===== config.mk =====
export PLATFORM = sky130hd
export DESIGN_NAME = machine_ctrl
export DESIGN_NICKNAME = d
export VERILOG_FILES = /design/src/rtl/risc_pkg.sv /design/src/rtl/machine_ctrl.sv
export SDC_FILE = /design/constraint.sdc
export NUM_CORES = 1
export LEC_CHECK = 0
export CAP_MARGIN = 0
export CORE_MARGIN = 2
export CORE_UTILIZATION = 40
export DETAILED_ROUTE_END_ITERATION = 7
export GPL_ROUTABILITY_DRIVEN = 0
export GPL_TIMING_DRIVEN = 0
export PLACE_DENSITY = 0.72
export SYNTH_ARGS = -nofsm -noshare
export SYNTH_HDL_FRONTEND = slang
export SYNTH_SLANG_ARGS = --single-unit

===== constraint.sdc =====
create_clock -name clk -period 4 [get_ports clk]
set_input_delay 0.4 -clock clk [delete_from_list [all_inputs] [get_ports clk]]
set_output_delay 0.4 -clock clk [all_outputs]
set_load 0.02 [all_outputs]

===== src/rtl/risc_pkg.sv =====
// Shared definitions for the 8-bit RISC sequencer: opcodes, sequencer states
// and the bundle of datapath strobes the controller drives.
package risc_pkg;

  localparam int unsigned OPCODE_W = 3;

  localparam logic [OPCODE_W-1:0] OP_HLT  = 3'b000;
  localparam logic [OPCODE_W-1:0] OP_SKZ  = 3'b001;
  localparam logic [OPCODE_W-1:0] OP_ADD  = 3'b010;
  localparam logic [OPCODE_W-1:0] OP_ANDD = 3'b011;
  localparam logic [OPCODE_W-1:0] OP_XORR = 3'b100;
  localparam logic [OPCODE_W-1:0] OP_LDA  = 3'b101;
  localparam logic [OPCODE_W-1:0] OP_STO  = 3'b110;
  localparam logic [OPCODE_W-1:0] OP_JMP  = 3'b111;

  typedef enum logic [3:0] {
    S0, S1, S2, S3, S4, S5, S6, S7, HALTED
  } state_t;

  typedef struct packed {
    logic load_ir;
    logic inc_pc;
    logic load_pc;
    logic load_acc;
    logic rd;
    logic wr;
    logic datactl_ena;
    logic halt;
  } ctrl_t;

  // Instructions that read a memory operand into the ALU/accumulator
  function automatic logic is_mem_read_op(input logic [OPCODE_W-1:0] op);
    return (op == OP_ADD) || (op == OP_ANDD) || (op == OP_XORR) || (op == OP_LDA);
  endfunction

endpackage


===== src/rtl/machine_ctrl.sv =====
// Instruction sequencer: 8-state fetch/decode/execute cycle producing registered
// datapath strobes decoded from the state being entered on each enabled edge.
module machine_ctrl
  import risc_pkg::*;
#(
  parameter bit HALT_STICKY = 1'b1
) (
  input  logic                clk,
  input  logic                rst,
  input  logic                ena,
  input  logic [OPCODE_W-1:0] opcode,
  input  logic                zero,
  output logic                load_ir,
  output logic                inc_pc,
  output logic                load_pc,
  output logic                load_acc,
  output logic                rd,
  output logic                wr,
  output logic                datactl_ena,
  output logic                halt
);

  state_t              state, state_nxt;
  logic                parked, parked_nxt;
  logic [OPCODE_W-1:0] op_q, op_nxt;
  logic                zero_q, zero_nxt;
  ctrl_t               out_q, out_nxt;

  always_ff @(posedge clk) begin
    if (rst) begin
      state  <= S0;
      parked <= 1'b1;
      op_q   <= '0;
      zero_q <= 1'b0;
      out_q  <= '0;
    end else begin
      state  <= state_nxt;
      parked <= parked_nxt;
      op_q   <= op_nxt;
      zero_q <= zero_nxt;
      out_q  <= out_nxt;
    end
  end

  // Parked S0 is distinct from an active S0: the first enabled edge after
  // reset or an ena gap enters S0 (fetch) instead of advancing to S1.
  always_comb begin
    state_nxt  = state;
    parked_nxt = parked;
    op_nxt     = op_q;
    zero_nxt   = zero_q;
    if (!ena) begin
      if (HALT_STICKY && (state == HALTED || out_q.halt)) begin
        state_nxt = HALTED;
      end else begin
        state_nxt  = S0;
        parked_nxt = 1'b1;
      end
    end else if (state == HALTED) begin
      state_nxt = HALTED;
    end else if (parked) begin
      state_nxt  = S0;
      parked_nxt = 1'b0;
    end else begin
      unique case (state)
        S0: state_nxt = S1;
        S1: state_nxt = S2;
        S2: begin
          state_nxt = S3;
          op_nxt    = opcode;
          zero_nxt  = zero;
        end
        S3:      state_nxt = (op_q == OP_HLT) ? HALTED : S4;
        S4:      state_nxt = S5;
        S5:      state_nxt = S6;
        S6:      state_nxt = S7;
        S7:      state_nxt = S0;
        default: state_nxt = S0;
      endcase
    end
  end

  always_comb begin
    out_nxt = '0;
    if (state_nxt == HALTED) begin
      out_nxt.halt = 1'b1;
    end else if (!parked_nxt) begin
      unique case (state_nxt)
        S0, S1: begin
          out_nxt.load_ir = 1'b1;
          out_nxt.rd      = 1'b1;
          out_nxt.inc_pc  = 1'b1;
        end
        S3: out_nxt.halt = (op_nxt == OP_HLT);
        S4: begin
          out_nxt.rd          = is_mem_read_op(op_nxt);
          out_nxt.datactl_ena = (op_nxt == OP_STO);
          out_nxt.load_pc     = (op_nxt == OP_JMP);
        end
        S5: begin
          out_nxt.rd          = is_mem_read_op(op_nxt);
          out_nxt.load_acc    = is_mem_read_op(op_nxt);
          out_nxt.datactl_ena = (op_nxt == OP_STO);
          out_nxt.wr          = (op_nxt == OP_STO);
          out_nxt.inc_pc      = (op_nxt == OP_SKZ) && zero_nxt;
          out_nxt.load_pc     = (op_nxt == OP_JMP);
        end
        S6: out_nxt.datactl_ena = (op_nxt == OP_STO);
        S7: out_nxt.inc_pc      = (op_nxt == OP_SKZ) && zero_nxt;
        default: out_nxt = '0;
      endcase
    end
  end

  assign load_ir     = out_q.load_ir;
  assign inc_pc      = out_q.inc_pc;
  assign load_pc     = out_q.load_pc;
  assign load_acc    = out_q.load_acc;
  assign rd          = out_q.rd;
  assign wr          = out_q.wr;
  assign datactl_ena = out_q.datactl_ena;
  assign halt        = out_q.halt;

endmodule


==> results.sh <==
export IMPL_cp_top_family="simple AND/OR/NAND/NOR gates"
export IMPL_cts_setup_buffers=0
export IMPL_synthCells=88
export IMPL_cts_resized_gates=0
export IMPL_path_cells="clkdlybuf4s50_1 > nand2b_1 > or4_1 > clkbuf_1 > buf_4 > nor3_1 > a21oi_1 > nor3_1"
export IMPL_p_sw_mw=0.0697
export IMPL_crit_path_max_fanout=10
export IMPL_rsz0062_at_grt="false"
export IMPL_ys_top_cells_by_area="dfxtp_1 (44%), mux2i_1 (7.8%), nor2_1 (6.4%)"
export IMPL_fin_total_pwr_mw=0.290
export IMPL_cts_root_buf="clkbuf_4"
export IMPL_ioPinCount=15
export IMPL_path_clk_slew_ns=0.11
export IMPL_critical_path_arrival_ns=2.29
export IMPL_ant_nets=0
export IMPL_fin_crit_sh=0.513
export IMPL_dp_hpwl_um=1190
export IMPL_p_per_area_nw_per_um2=303
export IMPL_reg2reg_from="state[1]"
export IMPL_cp_slowest_stage_delay_ns=0.51
export IMPL_final_hold_violation_count=0
export IMPL_seqPwrFrac=0.597
export IMPL_htree_num_levels=1
export IMPL_ys_seq_area_frac=0.443
export IMPL_grt_start_max_net_pins=11
export IMPL_crit_type="in -> reg"
export IMPL_synth_cell_types=30
export IMPL_postCtsHoldBufs=0
export IMPL_swShare=0.240
export IMPL_max_slew_margin=0.613
export IMPL_hold_path_class="in -> reg"
export IMPL_grt_pass1_wl_um=2530
export IMPL_cp_common_cell="nor3_1"
export IMPL_antenna_found_initial=0
export IMPL_numCtsBuffers=3
export IMPL_die_area_um2=2290
export IMPL_grt_use_total=0.164
export IMPL_cts_sinks=17
export IMPL_crit_slowest_cell="clkdlybuf4s50_1"
export IMPL_cts_tree="done"
export IMPL_die_w_um=47.8
export IMPL_drt_iter0_markers=11
export IMPL_p_clk_frac=0.325
export IMPL_antenna_cells=0
export IMPL_routedWlPerCell_um=12.0
export IMPL_dr_total_vias=659
export IMPL_grt_pass1_vias=592
export IMPL_critical_path_buf_inv_count=3
export IMPL_tightest_slew_ns=0.579
export IMPL_setup_viol=0
export IMPL_ir_drop_v=0.000136
export IMPL_clk_latency_ns=0.30
export IMPL_yosysTopAreaCellShare=0.443
export IMPL_syn_num_nets=95
export IMPL_period_minus_slack_ns=2.05
export IMPL_start_kind="input pin"
export IMPL_die_h_um=47.8
export IMPL_drive_gt1_frac=0.0952
export IMPL_max_clock_freq_mhz=487
export IMPL_grt_ovfl_total=0
export IMPL_power_leakage_nw=0.404
export IMPL_core_area_um2=1760
export IMPL_finalClockSkew_ns=0.00871
export IMPL_start_util=0.435
export IMPL_rows=15
export IMPL_combPwrFrac=0.078
export IMPL_viasPerCell=5.07
export IMPL_dr_pass1_iters=5
export IMPL_drc_errors=0
export IMPL_io_buffers=13
export IMPL_netlist_area_um2=768
export IMPL_worstSetupEndpointType="register"
export IMPL_yosysTopAreaCell="dfxtp_1"
export IMPL_totalWireLength_um=1560
export IMPL_outcome="finished clean"
export IMPL_syn_area_per_cell_um2=8.73
export IMPL_slew_violations=0
export IMPL_synth_seq_cells=17
export IMPL_clockBufferDepth=2
export IMPL_nets=113
export IMPL_crit_start="ena"
export IMPL_min_from="rst"
export IMPL_tns_ns=0
export IMPL_cap_violations=0
export IMPL_cp_required_ns=4.23
export IMPL_intPower_mw=0.221
export IMPL_ys_warn_count=0
export IMPL_synthToLayoutAreaGrowth_pct=24.6
==> per-layer routing <==
metal / track usage / wire length, um / vias to the layer above
met2: 0.259 / 721 / 18
li1: - / - / 334
met1: 0.211 / 736 / 302
met3: 0.0340 / 65 / 5
met5: 0 / 0 / -
met4: 0.0811 / 34 / 0
==> Yosys cell counts (all sizes together) <==
cell type / number
o21ba: 1
a41oi: 1
xor2: 3
nor2b: 2
nand2: 10
buf: 2
a21oi: 3
nor4b: 1
o21ai: 2
a31oi: 1
nor3b: 1
or4: 1
a211oi: 1
clkbuf: 1
inv: 2
nor2: 13
nand3: 2
nand4: 1
nand2b: 3
and2: 2
a21o: 2
o21bai: 1
nor3: 7
mux2i: 6
or2: 1
or4b: 1
dfxtp: 17
==> sequential cells by signal, summed over array words and instances (netlist names) <==
register,count
state,4
parked,1
load_acc,1
op_q,3
wr,1
load_ir,1
load_pc,1
rd,1
inc_pc,1
datactl_ena,1
zero_q,1
halt,1
==> through the flow <==
stage | util | setup WS (ns) | cell area, um2 | cells | hold WS (ns)
after global placement | 0.527 | 1.64 | 930 | 126 | 0.482
after detailed placement | 0.527 | 1.64 | 930 | 126 | 0.486
after CTS | 0.543 | 1.95 | 957 | 130 | 0.468
final | 0.543 | 1.95 | 957 | 130 | 0.460
after floorplan | - | 2.29 | 768 | 88 | 0.464
after global routing | 0.543 | 1.83 | 957 | 130 | 0.482
==> power by group through the flow <==
| stage | registers, mW | clock network (mW) | logic (mW) |
|---|---|---|---|
| after detailed placement | 0.177 | 0 | 0.0228 |
| after floorplan | 0.179 | 0 | 0.00830 |
| final | 0.173 | 0.0943 | 0.0227 |
| after CTS | 0.173 | 0.0972 | 0.0228 |
| after global placement | 0.177 | 0 | 0.0225 |
| after global routing | 0.174 | 0.106 | 0.0247 |
==> cells by family after synthesis <==
group           after synthesis  synth area share
xor+xnor                      3            0.0342
mux                           6            0.0782
flops                        17             0.443
compound gates               12             0.111
simple gates                 45             0.305
buf+inv                       5            0.0293
==> area by class of cell <==
type	instances	area, um2
Tap cell	25	31.3
Inverter	2	7.51
Multi-Input combinational cell	66	405
Clock inverter	1	5.00
Buffer	3	15.0
Timing Repair Buffer	13	130
Sequential cell	17	340
Fill cell	181	807
Clock buffer	3	22.5
==> final timing paths <==
path	slack (ns)	cells past startpoint	to
max	1.95	8	wr
min	0.46	2	op_q[2]
max reg2reg	2.15	7	wr
min reg2reg	0.51	2	zero_q
==> placed cells by master (no fill, tap or decap), types with 2 or more instances in the layout <==
master            n
dfxtp_1          17
nand3_1           2
mux2i_1           6
nor2_1           13
nor3_1            7
nand2b_1          3
nor2b_1           2
a21oi_1           3
nand2_1          10
clkdlybuf4s50_1  13
xor2_1            3
a21o_1            2
and2_1            2
clkbuf_4          3
Note: power is estimated with default switching activity, not from simulation.
